`config.mk`:
```
export PLATFORM = sky130hd
export DESIGN_NAME = material_classifier
export DESIGN_NICKNAME = d
export VERILOG_FILES = /design/src/rtl/material_classifier.sv
export SDC_FILE = /design/constraint.sdc
export NUM_CORES = 1
export LEC_CHECK = 0
export CELL_PAD_IN_SITES_DETAIL_PLACEMENT = 2
export CELL_PAD_IN_SITES_GLOBAL_PLACEMENT = 2
export CORE_MARGIN = 10
export CORE_UTILIZATION = 40
export CTS_CLUSTER_SIZE = 8
export DETAILED_ROUTE_END_ITERATION = 8
export PLACE_DENSITY_LB_ADDON = 0.1
export SLEW_MARGIN = 10
export SYNTH_ARGS = -nofsm -noshare
export SYNTH_HDL_FRONTEND = slang
export SYNTH_SLANG_ARGS = --single-unit
```
`constraint.sdc`:
```
create_clock -name clk -period 6.6 [get_ports clk]
set_input_delay 1.32 -clock clk [delete_from_list [all_inputs] [get_ports clk]]
set_output_delay 1.32 -clock clk [all_outputs]
set_load 0.02 [all_outputs]
```
`src/rtl/material_classifier.sv`:
```
// material_classifier: debounced sensor window reduced to a material class with valid/ready handoff
module material_classifier #(
   parameter int DEBOUNCE_CYCLES = 500_000,
   parameter int WINDOW_CYCLES   = 25_000_000,
   parameter int CLEAR_CYCLES    = 50_000_000
) (
   input  logic        clk,
   input  logic        rst_n,
   input  logic        capacitive,
   input  logic        inductive,
   input  logic        photo,
   input  logic        class_ready,
   output logic        class_valid,
   output logic [1:0]  class_code,
   output logic        busy,
   output logic [15:0] item_count
);
   localparam int DW = $clog2(DEBOUNCE_CYCLES + 1);
   localparam int WW = $clog2(WINDOW_CYCLES + 1);
   localparam int CW = $clog2(CLEAR_CYCLES + 1);
   typedef enum logic [1:0] {IDLE, WINDOW, PRESENT, CLEAR} state_t;
   state_t        state_q, state_d;
   logic [2:0]    s1_q, s2_q, db_q, db_d;
   logic [DW-1:0] dcnt_q [3];
   logic [DW-1:0] dcnt_d [3];
   logic [WW-1:0] win_q, win_d;
   logic [CW-1:0] clr_q, clr_d;
   logic          ind_q, ind_d, ph_q, ph_d;
   logic [1:0]    code_q, code_d;
   logic [15:0]   cnt_q, cnt_d;
   logic          cap_det;
   // bit 0 capacitive (active-low), bit 1 inductive, bit 2 photo
   always_ff @(posedge clk) begin
      if (!rst_n) begin
         s1_q    <= '0;
         s2_q    <= '0;
         db_q    <= 3'b001;
         for (int i = 0; i < 3; i++) dcnt_q[i] <= '0;
         state_q <= IDLE;
         win_q   <= '0;
         clr_q   <= '0;
         ind_q   <= 1'b0;
         ph_q    <= 1'b0;
         code_q  <= 2'b00;
         cnt_q   <= '0;
      end else begin
         s1_q    <= {photo, inductive, capacitive};
         s2_q    <= s1_q;
         db_q    <= db_d;
         for (int i = 0; i < 3; i++) dcnt_q[i] <= dcnt_d[i];
         state_q <= state_d;
         win_q   <= win_d;
         clr_q   <= clr_d;
         ind_q   <= ind_d;
         ph_q    <= ph_d;
         code_q  <= code_d;
         cnt_q   <= cnt_d;
      end
   end
   always_comb begin
      db_d = db_q;
      for (int i = 0; i < 3; i++) begin
         dcnt_d[i] = (s2_q[i] != db_q[i] && dcnt_q[i] != DW'(DEBOUNCE_CYCLES - 1)) ? dcnt_q[i] + 1'b1 : '0;
         db_d[i]   = (s2_q[i] != db_q[i] && dcnt_q[i] == DW'(DEBOUNCE_CYCLES - 1)) ? s2_q[i] : db_q[i];
      end
   end
   assign cap_det = ~db_q[0];
   always_comb begin
      state_d = state_q;
      win_d   = win_q;
      clr_d   = clr_q;
      ind_d   = ind_q;
      ph_d    = ph_q;
      code_d  = code_q;
      cnt_d   = cnt_q;
      case (state_q)
         IDLE: if (cap_det) begin
            state_d = WINDOW;
            win_d   = '0;
            ind_d   = db_q[1];
            ph_d    = db_q[2];
         end
         WINDOW: begin
            ind_d = ind_q | db_q[1];
            ph_d  = ph_q | db_q[2];
            win_d = win_q + 1'b1;
            if (win_q == WW'(WINDOW_CYCLES - 1)) begin
               state_d = PRESENT;
               code_d  = ind_d ? (ph_d ? 2'b01 : 2'b00) : (ph_d ? 2'b10 : 2'b11);
            end
         end
         PRESENT: if (class_ready) begin
            state_d = CLEAR;
            clr_d   = '0;
            cnt_d   = (cnt_q == 16'hFFFF) ? cnt_q : cnt_q + 1'b1;
         end
         CLEAR: begin
            clr_d = cap_det ? '0 : clr_q + 1'b1;
            if (clr_q == CW'(CLEAR_CYCLES - 1)) state_d = IDLE;
         end
         default: state_d = IDLE;
      endcase
   end
   assign class_valid = (state_q == PRESENT);
   assign class_code  = code_q;
   assign busy        = (state_q != IDLE);
   assign item_count  = cnt_q;
endmodule

```
# Yosys cells after proc, flatten, opt, wreduce, memory -nomap -nowiden
# Memory sizes are Yosys's and may differ from the RTL's.
# Index checks and enable logic that the tools add are counted.
# totals
register_bits	82
mem_bits_rw	57
out_inout_bits	20
mem_count	1
input_bits	6
wordCells	84
# classes
reduce_logical	15
n_eq_ne	19
add_sub_neg	6
n_bitwise	6
muxes	25
# memory_table
name	depth	width	rd	rd_ports_with_merged_regs	wr	line_no	source
dcnt_q	3	19	3	0	3	24	logic [DW-1:0] dcnt_q [3];
# ops
operator	n
2-to-1 mux 19 bit	6
adder 19 x 1 -> 19 bit (second input constant)	3
== test 19 bit (second input constant)	3
!= test 19 bit (second input constant)	3
2-to-1 mux 26 bit	2
one-hot mux 26 bit (2 select lines)	1
one-hot mux 25 bit (2 select lines)	1
adder 26 x 1 -> 26 bit (second input constant)	1
== test 26 bit (second input constant)	1
adder 25 x 1 -> 25 bit (second input constant)	1
== test 25 bit (second input constant)	1
2-to-1 mux 25 bit	1
adder 16 x 1 -> 16 bit (second input constant)	1
== test 16 bit (second input constant)	1
2-to-1 mux 2 bit	5
!= test 2 bit (second input constant)	4
one-hot mux 2 bit (4 select lines)	1
logical AND 1 bit	6
2-to-1 mux 1 bit	6
AND reduction 2 bit	3
nonzero test 2 bit	3
OR 1 bit	5
== test 2 bit (second input constant)	2
one-hot mux 1 bit (2 select lines)	2
other kinds (6)	8

# Logic depth before layout (Yosys ltp)
# Gate-level depths: netlist of run 1.
# depth
depth_word	4
mapped_depth	9

# Least setup slack after synthesis of run 1
# OpenSTA, ideal clock, no wires.
# synth_path
kind	input to register
start	in class_ready
end	reg clr_q[11]
t_required_ps	6530
setup_ps	70
t_arrival_ps	2684
slack_ps	3846
path_stages	4
n_path_buf	0
cell_sequence	mux2i_1 or4b_2 or4b_1 a21oi_1
# synth_between
elab_chain_cells	2
# synth_rtl
item	line_no	source
start: declaration	12	input logic class_ready,
!= test 2 bit (no source line)	-	
AND reduction 2 bit (no source line)	-	
end signal: assignment	53	clr_q <= clr_d;
end: declaration	27	logic [CW-1:0] clr_q, clr_d;
# No other way between the ends.
# A chain may end at the register's enable or synchronous reset.

==> results of run 1 <==
## kinds of logic (layout without fill, tap and decap cells)
family	after synthesis	in the layout	share of synthesized area [%]
AOI/OAI and AO/OA	63	63	6.423
xor gates and xnor gates	95	95	13.06
adders and majority gates	10	10	1.964
buffers and inverters	44	84	3.005
DFF	139	139	43.68
muxes	10	10	1.571
and+or+nand+nor	386	386	30.29
## through the flow
stage | instance area (um2) | worst slack [ns]
CTS | 7421 | 3.026
global placement | 6812 | 2.734
detailed placement | 6812 | 2.572
finish | 7421 | 3.110
global route | 7421 | 2.819
floorplan | 6370 | 3.846
## registers in the layout, summed over array words and instances (netlist names), 2 cells and up
register and count:
item_count 16, s1_q 3, win_q 25, db_q 3, state_q 2, s2_q 3
dcnt_q 57, class_code 2, clr_q 26
## synthesized netlist by cell type (all sizes together), types with 3 or more instances
master    n
a211oi    3
a21o      3
a21oi    17
a22oi     4
a31oi     4
and2     11
and3     19
and4      8
buf       5
clkbuf   14
dfxtp   139
ha       10
inv      23
mux2i    10
nand2    61
nand3    46
nand4    32
nand4b    3
nor2    139
nor2b     4
nor3     13
nor4     13
nor4b     7
o21ai    17
or2       4
or3       8
or4       6
or4b      4
xnor2    43
xor2     52
## final cells by class
cell class / count / area share [%]
clock buffers: 18 / 5.918
clock inverters: 14 / 2.293
inverters: 24 / 1.214
multi-input cells: 564 / 45.76
flip-flops and latches: 139 / 37.50
well taps: 216 / 3.642
repair buffers: 28 / 3.676
## per-layer routing
| metal | wire length (um) | vias up |
|---|---|---|
| met3 | 298 | 18 |
| met2 | 9523 | 40 |
| met1 | 7567 | 2704 |
| met5 | 0 | - |
| met4 | 253 | 0 |
| li1 | - | 2639 |
## power by group through the flow
stage | clock network, mW | registers (mW) | logic, mW
after detailed placement | 0 | 0.864 | 0.0244
after floorplan | 0 | 0.863 | 0.0161
after CTS | 1.01 | 0.845 | 0.0246
after global placement | 0 | 0.863 | 0.0232
after global routing | 1.06 | 0.845 | 0.0273
final | 0.991 | 0.845 | 0.0235
## worst register-to-register path, stage by stage (launching register included)
cell	delay [ns]
sky130_fd_sc_hd__dfxtp_1	0.38
sky130_fd_sc_hd__inv_1	0.09
sky130_fd_sc_hd__ha_1	0.29
sky130_fd_sc_hd__and2_1	0.25
sky130_fd_sc_hd__nor4_1	0.89
sky130_fd_sc_hd__nand4_1	0.22
sky130_fd_sc_hd__xor2_1	0.18
sky130_fd_sc_hd__nor2_1	0.06
## cell usage in the layout (no fill, tap or decap), types with 3 or more instances in the layout
cell,instances
sky130_fd_sc_hd__nor2_1,139
sky130_fd_sc_hd__dfxtp_1,139
sky130_fd_sc_hd__nand2_1,61
sky130_fd_sc_hd__xor2_1,52
sky130_fd_sc_hd__nand3_1,46
sky130_fd_sc_hd__xnor2_1,43
sky130_fd_sc_hd__nand4_1,32
sky130_fd_sc_hd__clkdlybuf4s50_1,25
sky130_fd_sc_hd__inv_1,23
sky130_fd_sc_hd__and3_1,19
sky130_fd_sc_hd__a21oi_1,17
sky130_fd_sc_hd__o21ai_0,17
sky130_fd_sc_hd__clkbuf_16,17
sky130_fd_sc_hd__nor3_1,13
sky130_fd_sc_hd__nor4_1,12
sky130_fd_sc_hd__mux2i_1,10
sky130_fd_sc_hd__ha_1,10
sky130_fd_sc_hd__and2_1,9
sky130_fd_sc_hd__or3_1,8
sky130_fd_sc_hd__nor4b_1,7
sky130_fd_sc_hd__and4_1,7
sky130_fd_sc_hd__or4_1,6
sky130_fd_sc_hd__nor2b_1,4
sky130_fd_sc_hd__a31oi_1,4
sky130_fd_sc_hd__or2_2,4
sky130_fd_sc_hd__clkinvlp_4,4
sky130_fd_sc_hd__a21o_1,3
sky130_fd_sc_hd__a22oi_1,3
sky130_fd_sc_hd__nand4b_1,3
sky130_fd_sc_hd__a211oi_1,3
sky130_fd_sc_hd__clkinv_2,3
sky130_fd_sc_hd__bufinv_16,3
sky130_fd_sc_hd__buf_4,3
## how the worst max path moves through the flow
stage,startpoint,endpoint,slack (ns)
after global placement,rst_n,dcnt_q[0][15],2.73
final,rst_n,dcnt_q[0][6],3.11
after CTS,rst_n,dcnt_q[0][6],3.03
after global routing,rst_n,dcnt_q[0][6],2.82
after floorplan,class_ready,clr_q[11],3.85
after detailed placement,rst_n,dcnt_q[0][14],2.57
==> flow_summary_export.csv, run 1 <==
group,metric,value,unit
critical_path,arrival_time_of_data_at_the_critical_path_endpoint,3.84,ns
synth,syn-instance-count,747,
layout,fillers,1763,
sta,min_period_over_period,52.88,%
critical_path,worst_r2r_start,"state_q[0]",
layout,share_of_cells_above_drive_strength_1,6.353,%
clock_network,cts_repair_resize_count,0,
sta,setup_viol_count_final,0,
sta,setup_total_negative_slack,0,ns
pwr,sw_frac_of_total,21.81,%
clock_network,cts_buffers,17,
synth,count_of_flip_flops_with_a_built_in_enable_after_synthesis,0,
pwr,power_density,250.6,nW/um2
detailed_routing,post_drt_wl_per_cell,17.59,um
global_route,grt_antenna_before_repair,0,
global_route,globalRoute.totalOverflow,0,
hold_path,worst_hold_path_type,"reg2reg",
global_route,global_route.usage.met2,31.92,%
clock_network,tritoncts_num_sinks,139,
detailed_routing,total_routed_length,17640,um
global_route,grt_util_met1,18.68,%
hold_path,hold_start,"s1_q[0]",
critical_path,reg2reg_to,"win_q[17]",
detailed_routing,detail_route.vias_per_cell,5.385,
pwr,power_report.internal_total,1.454,mW
critical_path,cp.required,6.95,ns
hold_path,timing.hold.worst_path_depth,1,
layout,final_core_util,47.06,%
placement,routabilityCongestion,0.8069,
critical_path,timing.critical_path.fanout_max,26,
detailed_routing,ant_nets,0,
sta,fmax,0.2865,GHz
placement,dpl.cell_count,971,
pwr,power.share.combinational,1.3,%
synth,seq_area_frac_synth,43.68,%
sta,finClkSkew,0.006266,ns
critical_path,cp-end-kind,"register",
sta,worst_slew_margin_rel,31.75,%
synth,postSynthNetCount,763,
critical_path,ff2ff_setup_slack,4.10,ns
pwr,power.net_switching,0.4056,mW
sta,worst-slew-pin-transition,1.014,ns
critical_path,reg2regPathDepth,7,
detailed_routing,drcViolationCount,0,
floorplan,die_w,146.2,um
synth,post_synth_main_area_contributors,"sky130_fd_sc_hd__dfxtp_1 (44%), sky130_fd_sc_hd__nor2_1 (8.2%), sky130_fd_sc_hd__xor2_1 (7.1%), sky130_fd_sc_hd__xnor2_1 (5.9%), sky130_fd_sc_hd__nand3_1 (3.6%)",
clock_network,cts_tree,"done",
synth,yosys_warnings,0,
sta,final_hold_viol_count,0,
clock_network,clock_insertion_delay_worst_skew,0.43,ns
global_route,top_usage_layer,"met2",
synth,synth_top_area_share,43.68,%
synth,synthFlopType,"sky130_fd_sc_hd__dfxtp_1",
floorplan,placement_rows,46,
flow_run,drv.max_cap_violation_count,0,
floorplan,start_util,40.39,%
critical_path,critPathBufInv,3,
layout,nets,790,
layout,regArea,2783,um2
detailed_routing,firstDrtPassIters,4,
global_route,grt_pass1_vias,5937,
run_status,status,"finished clean",
sta,fin_hold_ws,0.4380,ns
placement,place_hpwl,11980,um
sta,min_period,3.490,ns
clock_network,cts_hold_buf,0,
critical_path,path_delay_family,"buffers and inverters",
critical_path,critical_path_cell_count,5,
sta,unrepaired_setup_endpoints_after_global_routing,"no",
global_route,gr-usage-all-layers,17.13,%
floorplan,die_height,146.2,um
critical_path,worst_stage_delay_on_the_critical_path,0.89,ns
sta,slew_viol_final,0,
clock_network,worst_path_clk_slew,0.06,ns
detailed_routing,vias,5401,
layout,multi_input_combinational_cell_area,3396,um2
pwr,power.leakage,2.483,nW
clock_network,h-tree-depth,4,
critical_path,path_cells,"clkdlybuf4s50_1 -> buf_4 -> clkinv_1 -> or3_1 -> nor2_1",
clock_network,max-clock-path-buffers,2,
clock_network,post_cts_buffers,0,
pwr,clockPowerShare,53.3,%
synth,synth-seq-cells,139,
synth,netlist_area,6370,um2
layout,stdcell_count,1003,
synth,yosys.cell_types.count,56,
clock_network,clock-root-buffer,"sky130_fd_sc_hd__clkbuf_16",
layout,area.growth.synth_to_final,16.50,%
detailed_routing,drt_iter0_drc,185,
pwr,post-layout-total-power,1.859,mW
layout,diodes_inserted,0,
global_route,grt_first_pass_wirelength,30340,um
pwr,power.sequential.fraction,45.4,%
synth,synth_largest_area_cell,"sky130_fd_sc_hd__dfxtp_1",
critical_path,critPathLaunchType,"input pin",
critical_path,critPathSlowestCell,"sky130_fd_sc_hd__or3_1",
global_route,gr-usage-met3,3.646,%
global_route,grt_max_degree,27,
synth,syn_avg_cell_area,8.527,um2
floorplan,ios,26,
pwr,ir_worst_vdd,0.1379,mV
hold_path,endpoint_with_the_worst_hold_slack,"s2_q[0]",
placement,io_buffer_count,25,
floorplan,fp.coreArea,15770,um2
floorplan,die_area,21370,um2
critical_path,path_class,"in2reg",
synth,asyncSetResetFlopFracSynth,0,%
Note: power is estimated with default switching activity, not from simulation.
==> run 2, diff against run 1 <==
--- a/config.mk
+++ b/config.mk
@@ -8,7 +8,7 @@
 export CELL_PAD_IN_SITES_DETAIL_PLACEMENT = 2
 export CELL_PAD_IN_SITES_GLOBAL_PLACEMENT = 2
 export CORE_MARGIN = 10
-export CORE_UTILIZATION = 40
+export CORE_UTILIZATION = 37
 export CTS_CLUSTER_SIZE = 8
 export DETAILED_ROUTE_END_ITERATION = 8
 export PLACE_DENSITY_LB_ADDON = 0.1
==> constraint.sdc (replaced) <==
create_clock -name clk -period 3.35 [get_ports clk]
set_input_delay 0.67 -clock clk [delete_from_list [all_inputs] [get_ports clk]]
set_output_delay 0.67 -clock clk [all_outputs]
set_load 0.02 [all_outputs]
==> run 2 against run 1 <==
- critical path depth decreased by 1
- routed wire length is 0.17% higher
- flip-flop and latch count unchanged
- final cell count increased by 0.50%
==> flow_summary_export.csv, run 2 (same netlist as run 1, synthesis figures left out) <==
group,metric,value,unit
critical_path,worst_r2r_start,"state_q[0]",
global_route,grt_first_pass_wirelength,31010,um
detailed_routing,drcViolationCount,0,
critical_path,path_class,"reg2out",
pwr,power_report.internal_total,2.889,mW
sta,min_period,2.649,ns
pwr,power.sequential.fraction,45.1,%
floorplan,die_area,22860,um2
critical_path,timing.critical_path.mode_cell,"sky130_fd_sc_hd__inv_1",
clock_network,h-tree-depth,4,
floorplan,start_util,38.14,%
detailed_routing,drt_iter0_drc,174,
pwr,post-layout-total-power,3.690,mW
layout,final_area,7443,um2
sta,fmax,0.3776,GHz
detailed_routing,total_routed_length,17670,um
critical_path,cp.required,2.68,ns
floorplan,placement_rows,47,
layout,mostFrequentLayoutCells,"sky130_fd_sc_hd__nor2_1 (139), sky130_fd_sc_hd__dfxtp_1 (139), sky130_fd_sc_hd__nand2_1 (61)",
detailed_routing,detail_route.vias_per_cell,5.330,
critical_path,critPathLaunchType,"register",
placement,pre_cts_setup_slack,0.5364,ns
sta,finalWorstSetupSlack,0.7014,ns
critical_path,worst_stage_delay_on_the_critical_path,0.63,ns
global_route,grt_antenna_before_repair,0,
placement,place_hpwl,12580,um
clock_network,post_cts_buffers,0,
clock_network,cts_tree,"done",
sta,final_hold_viol_count,0,
hold_path,timing.hold.worst_path_depth,1,
layout,area.growth.synth_to_final,16.85,%
global_route,gr-usage-all-layers,16.59,%
global_route,grt_max_degree,24,
layout,largest_register_ff_count,57,
critical_path,critPathBufInv,3,
floorplan,die_height,151.2,um
pwr,sw_frac_of_total,21.70,%
pwr,power_density,495.7,nW/um2
critical_path,reg2regPathDepth,7,
critical_path,arrival_time_of_data_at_the_critical_path_endpoint,1.98,ns
layout,share_of_cells_above_drive_strength_1,6.472,%
sta,worst-slew-pin-transition,1.039,ns
placement,dpl-instance-area,6824,um2
floorplan,die_w,151.2,um
detailed_routing,firstDrtPassIters,4,
clock_network,cts_buffers,17,
pwr,power.share.combinational,1.3,%
pwr,power.net_switching,0.8007,mW
pwr,clockPowerShare,53.6,%
floorplan,ios,26,
run_status,status,"finished clean",
layout,nets,791,
sta,fin_hold_ws,0.4366,ns
clock_network,tritoncts_num_sinks,139,
sta,unrepaired_setup_endpoints_after_global_routing,"no",
clock_network,clock_insertion_delay_worst_skew,0.42,ns
hold_path,endpoint_with_the_worst_hold_slack,"s2_q[0]",
sta,setup_total_negative_slack,0,ns
hold_path,hold_start,"s1_q[0]",
clock_network,worst_path_clk_slew,0.06,ns
flow_run,drv.max_cap_violation_count,0,
global_route,globalRoute.totalOverflow,0,
critical_path,critPathSlowestCell,"sky130_fd_sc_hd__clkdlybuf4s50_1",
pwr,power.leakage,2.495,nW
hold_path,worst_hold_path_type,"reg2reg",
pwr,ir_worst_vdd,0.3660,mV
detailed_routing,vias,5373,
critical_path,ff2ff_setup_slack,0.79,ns
sta,finClkSkew,0.01042,ns
critical_path,critical_path_cell_count,4,
placement,routabilityCongestion,0.7651,
sta,setup_viol_count_final,0,
detailed_routing,ant_nets,0,
sta,min_period_over_period,79.06,%
placement,io_buffer_count,25,
critical_path,path_delay_family,"buffers and inverters",
critical_path,cp-end-kind,"output pin",
clock_network,cts_hold_buf,0,
layout,registers.top_by_ff_count,"dcnt_q",
global_route,grt_pass1_vias,6158,
detailed_routing,post_drt_wl_per_cell,17.53,um
layout,diodes_inserted,0,
layout,reg_top3,"dcnt_q (57), clr_q (26), win_q (25)",
clock_network,cts_repair_resize_count,0,
clock_network,clock-root-buffer,"sky130_fd_sc_hd__clkbuf_16",
critical_path,reg2reg_to,"win_q[22]",
critical_path,path_cells,"inv_1 -> ha_1 -> inv_1 -> clkdlybuf4s50_1",
sta,worst_slew_margin_rel,30.07,%
layout,fillers,1862,
sta,slew_viol_final,0,
critical_path,timing.critical_path.fanout_max,7,
floorplan,fp.coreArea,16700,um2
clock_network,max-clock-path-buffers,2,
## run 2: cell types whose count changed in the layout (fill, tap and decap cells not counted), sizes merged
cell,before,now
clkbuf,18,19
clkinvlp,4,3
buf,3,4
## run 2: area by class of cell
| type | instances | area (um2) | area share [%] |
|---|---|---|---|
| well taps | 220 | 275.3 | 3.698 |
| repair buffers | 29 | 280.3 | 3.765 |
| clock inverters | 13 | 166.4 | 2.236 |
| inverters | 24 | 90.09 | 1.210 |
| clock buffers | 19 | 452.9 | 6.085 |
| flip-flops and latches | 139 | 2783 | 37.38 |
| multi-input cells | 564 | 3396 | 45.62 |
## run 2: per-layer routing
layer / global-route usage (%) / vias to the layer above / share of wire [%]
met5: 0 / - / 0
met3: 3.311 / 14 / 1.5
met2: 30.86 / 21 / 54
met1: 18.73 / 2696 / 44
met4: 4.331 / 0 / 0.84
li1: - / 2642 / -
## run 2: worst max-delay path by stage
stage | start | end
floorplan | state_q[0] | clr_q[11]
global placement | class_ready | clr_q[11]
detailed placement | class_ready | clr_q[11]
CTS | state_q[0] | busy
global route | state_q[1] | win_q[22]
finish | state_q[0] | busy
## run 2: power groups by stage
| stage | clock network, mW | registers, mW | logic (mW) |
|---|---|---|---|
| floorplan | 0 | 1.70 | 0.0317 |
| global placement | 0 | 1.70 | 0.0474 |
| detailed placement | 0 | 1.70 | 0.0497 |
| CTS | 2.02 | 1.66 | 0.0498 |
| global route | 2.12 | 1.66 | 0.0553 |
| finish | 1.98 | 1.66 | 0.0475 |
## run 2: per-stage QoR
| step | util [%] | cells |
|---|---|---|
| 6_report | 44.57 | 1008 |
| 5_1_grt | 44.57 | 1008 |
| 4_1_cts | 44.57 | 1008 |
| 3_5_place_dp | 40.86 | 976 |
| 3_3_place_gp | 40.86 | 976 |
| 2_1_floorplan | - | 747 |
==> run 3, diff against run 2 <==
--- a/config.mk
+++ b/config.mk
@@ -8,7 +8,7 @@
 export CELL_PAD_IN_SITES_DETAIL_PLACEMENT = 2
 export CELL_PAD_IN_SITES_GLOBAL_PLACEMENT = 2
 export CORE_MARGIN = 10
-export CORE_UTILIZATION = 37
+export CORE_UTILIZATION = 34
 export CTS_CLUSTER_SIZE = 8
 export DETAILED_ROUTE_END_ITERATION = 8
 export PLACE_DENSITY_LB_ADDON = 0.1
==> constraint.sdc (replaced) <==
create_clock -name clk -period 2.3 [get_ports clk]
set_input_delay 0.46 -clock clk [delete_from_list [all_inputs] [get_ports clk]]
set_output_delay 0.46 -clock clk [all_outputs]
set_load 0.02 [all_outputs]
==> run 3 against run 2 <==
- clock power is 58% higher
- non-clock buffer count rose by 29
- worst setup slack lost 0.69 ns
- clock-buffer cell count is 3 higher
- routed wire length rose by 1.8%
- combinational power rose by 71%
- final cell count rose by 3.8%
- global-route usage down 1.6 points
- critical endpoint is now state_q[1]
==> flow_summary_export.csv, run 3 (same netlist as run 1, synthesis figures left out) <==
group,metric,value,unit
pwr,ir_worst_vdd,0.4847,mV
clock_network,post_cts_buffers,0,
global_route,grt_pass1_vias,5999,
sta,worst-slew-pin-transition,0.6829,ns
critical_path,path_class,"reg2reg",
pwr,power_density,726.3,nW/um2
hold_path,hold_start,"s1_q[2]",
global_route,grt_antenna_before_repair,0,
critical_path,ff2ff_setup_slack,0.01,ns
layout,mostFrequentLayoutCells,"sky130_fd_sc_hd__nor2_1 (139), sky130_fd_sc_hd__dfxtp_1 (138), sky130_fd_sc_hd__nand2_1 (61)",
detailed_routing,drt_iter0_drc,163,
pwr,post-layout-total-power,5.622,mW
floorplan,ios,26,
layout,nets,820,
placement,io_buffer_count,25,
floorplan,die_area,24610,um2
detailed_routing,vias,5497,
critical_path,critPathBufInv,0,
floorplan,fp.coreArea,18210,um2
placement,place_hpwl,12860,um
flow_run,drv.max_cap_violation_count,0,
clock_network,tritoncts_num_sinks,139,
detailed_routing,detail_route.vias_per_cell,5.255,
critical_path,reg2regPathDepth,5,
layout,area.growth.synth_to_final,21.53,%
critical_path,critPathLaunchType,"register",
clock_network,max-clock-path-buffers,2,
global_route,grt_first_pass_wirelength,30370,um
layout,registers.top_by_ff_count,"dcnt_q",
critical_path,path_delay_family,"simple AND/OR/NAND/NOR gates",
sta,slew_viol_final,0,
sta,setup_viol_count_final,0,
sta,fmax,0.4374,GHz
critical_path,cp-end-kind,"register",
hold_path,worst_hold_path_type,"reg2reg",
sta,min_period_over_period,99.40,%
critical_path,arrival_time_of_data_at_the_critical_path_endpoint,2.63,ns
layout,stdcell_count,1046,
critical_path,cp.required,2.64,ns
clock_network,clock-root-buffer,"sky130_fd_sc_hd__clkbuf_16",
hold_path,endpoint_with_the_worst_hold_slack,"s2_q[2]",
hold_path,timing.hold.worst_path_depth,1,
sta,fin_hold_ws,0.4370,ns
layout,largest_register_ff_count,57,
critical_path,worst_stage_delay_on_the_critical_path,0.50,ns
detailed_routing,ant_nets,0,
placement,routabilityCongestion,0.7742,
sta,setup_total_negative_slack,0,ns
pwr,power.leakage,2.704,nW
floorplan,start_util,34.98,%
detailed_routing,total_routed_length,18000,um
global_route,gr-usage-all-layers,15.02,%
clock_network,cts_tree,"done",
clock_network,worst_path_clk_slew,0.06,ns
critical_path,timing.critical_path.mode_cell,"sky130_fd_sc_hd__or4_1",
floorplan,placement_rows,49,
layout,diodes_inserted,0,
run_status,status,"finished clean",
clock_network,cts_buffers,17,
layout,share_of_cells_above_drive_strength_1,9.914,%
layout,reg_top3,"dcnt_q (57), clr_q (26), win_q (25)",
layout,mostFrequentLayoutCell,"sky130_fd_sc_hd__nor2_1",
sta,unrepaired_setup_endpoints_after_global_routing,"yes",
critical_path,critPathSlowestCell,"sky130_fd_sc_hd__or4_1",
floorplan,die_w,156.9,um
layout,final_core_util,42.51,%
sta,min_period,2.286,ns
critical_path,timing.critical_path.fanout_max,2,
floorplan,die_height,156.9,um
critical_path,reg2reg_to,"state_q[1]",
global_route,grt_max_degree,24,
detailed_routing,drcViolationCount,0,
sta,worst_slew_margin_rel,54.43,%
clock_network,clock_insertion_delay_worst_skew,0.42,ns
critical_path,path_cells,"or4_1 -> or4_1 -> or4_4 -> a22oi_2 -> mux2i_1",
placement,dpl.cell_count,1014,
critical_path,worst_r2r_start,"clr_q[11]",
detailed_routing,firstDrtPassIters,4,
sta,finClkSkew,0.01066,ns
clock_network,h-tree-depth,4,
detailed_routing,post_drt_wl_per_cell,17.21,um
sta,final_hold_viol_count,0,
global_route,globalRoute.totalOverflow,0,
-- run 3: cell count changes in the layout (fill, tap and decap cells not counted), moves of 2 or more --
| cell | change |
|---|---|
| sky130_fd_sc_hd__buf_4 | +28 |
| sky130_fd_sc_hd__clkinvlp_4 | -2 |
| sky130_fd_sc_hd__clkinv_4 | -2 |
| sky130_fd_sc_hd__clkdlybuf4s50_1 | -2 |
| sky130_fd_sc_hd__bufinv_16 | +2 |
| sky130_fd_sc_hd__clkbuf_8 | +2 |
-- run 3: how the worst max path moves through the flow --
stage                     slack, ns     endpoint   startpoint  cells past startpoint
after global routing          -0.06   state_q[1]    clr_q[11]                      5
final                          0.01   state_q[1]    clr_q[11]                      5
after floorplan                0.04    clr_q[11]   state_q[0]                      6
after global placement         -0.1    clr_q[15]  class_ready                      7
after detailed placement      -0.13    clr_q[13]  class_ready                      6
after CTS                      0.01  class_valid   state_q[0]                      4
-- run 3: layout make-up --
type                            instances  area, um2
Inverter                               24      90.09
Timing Repair Buffer                   58      511.7
Sequential cell                       139       2784
Fill cell                            1975      10470
Clock buffer                           22      484.2
Clock inverter                         10      185.2
Multi-Input combinational cell        564       3400
Tap cell                              229      286.5
-- run 3: where the power goes --
group          internal, mW  switching, mW
clock network          2.04           1.07
logic                0.0294         0.0518
registers              2.42        0.00772
total                  4.49           1.13
-- run 3: per-layer routing --
layer,wire (um),GRT usage [%]
met1,8019,17.48
met2,9442,27.13
met3,302,2.851
met4,233,4.629
met5,0,0
-- run 3: timing repair --
item / CTS / global route
pin swaps: 1 / 1
endpoints found under the setup margin: 2 / 4
resized for setup: 1 / 4
hold buffers: 0 / 0
-- run 3: stage by stage --
step	area, um2	setup WS, ns
4_1_cts	7734	0.01104
5_1_grt	7741	-0.06383
6_report	7741	0.01376
3_3_place_gp	7066	-0.09819
2_1_floorplan	6370	0.03797
3_5_place_dp	7066	-0.1283
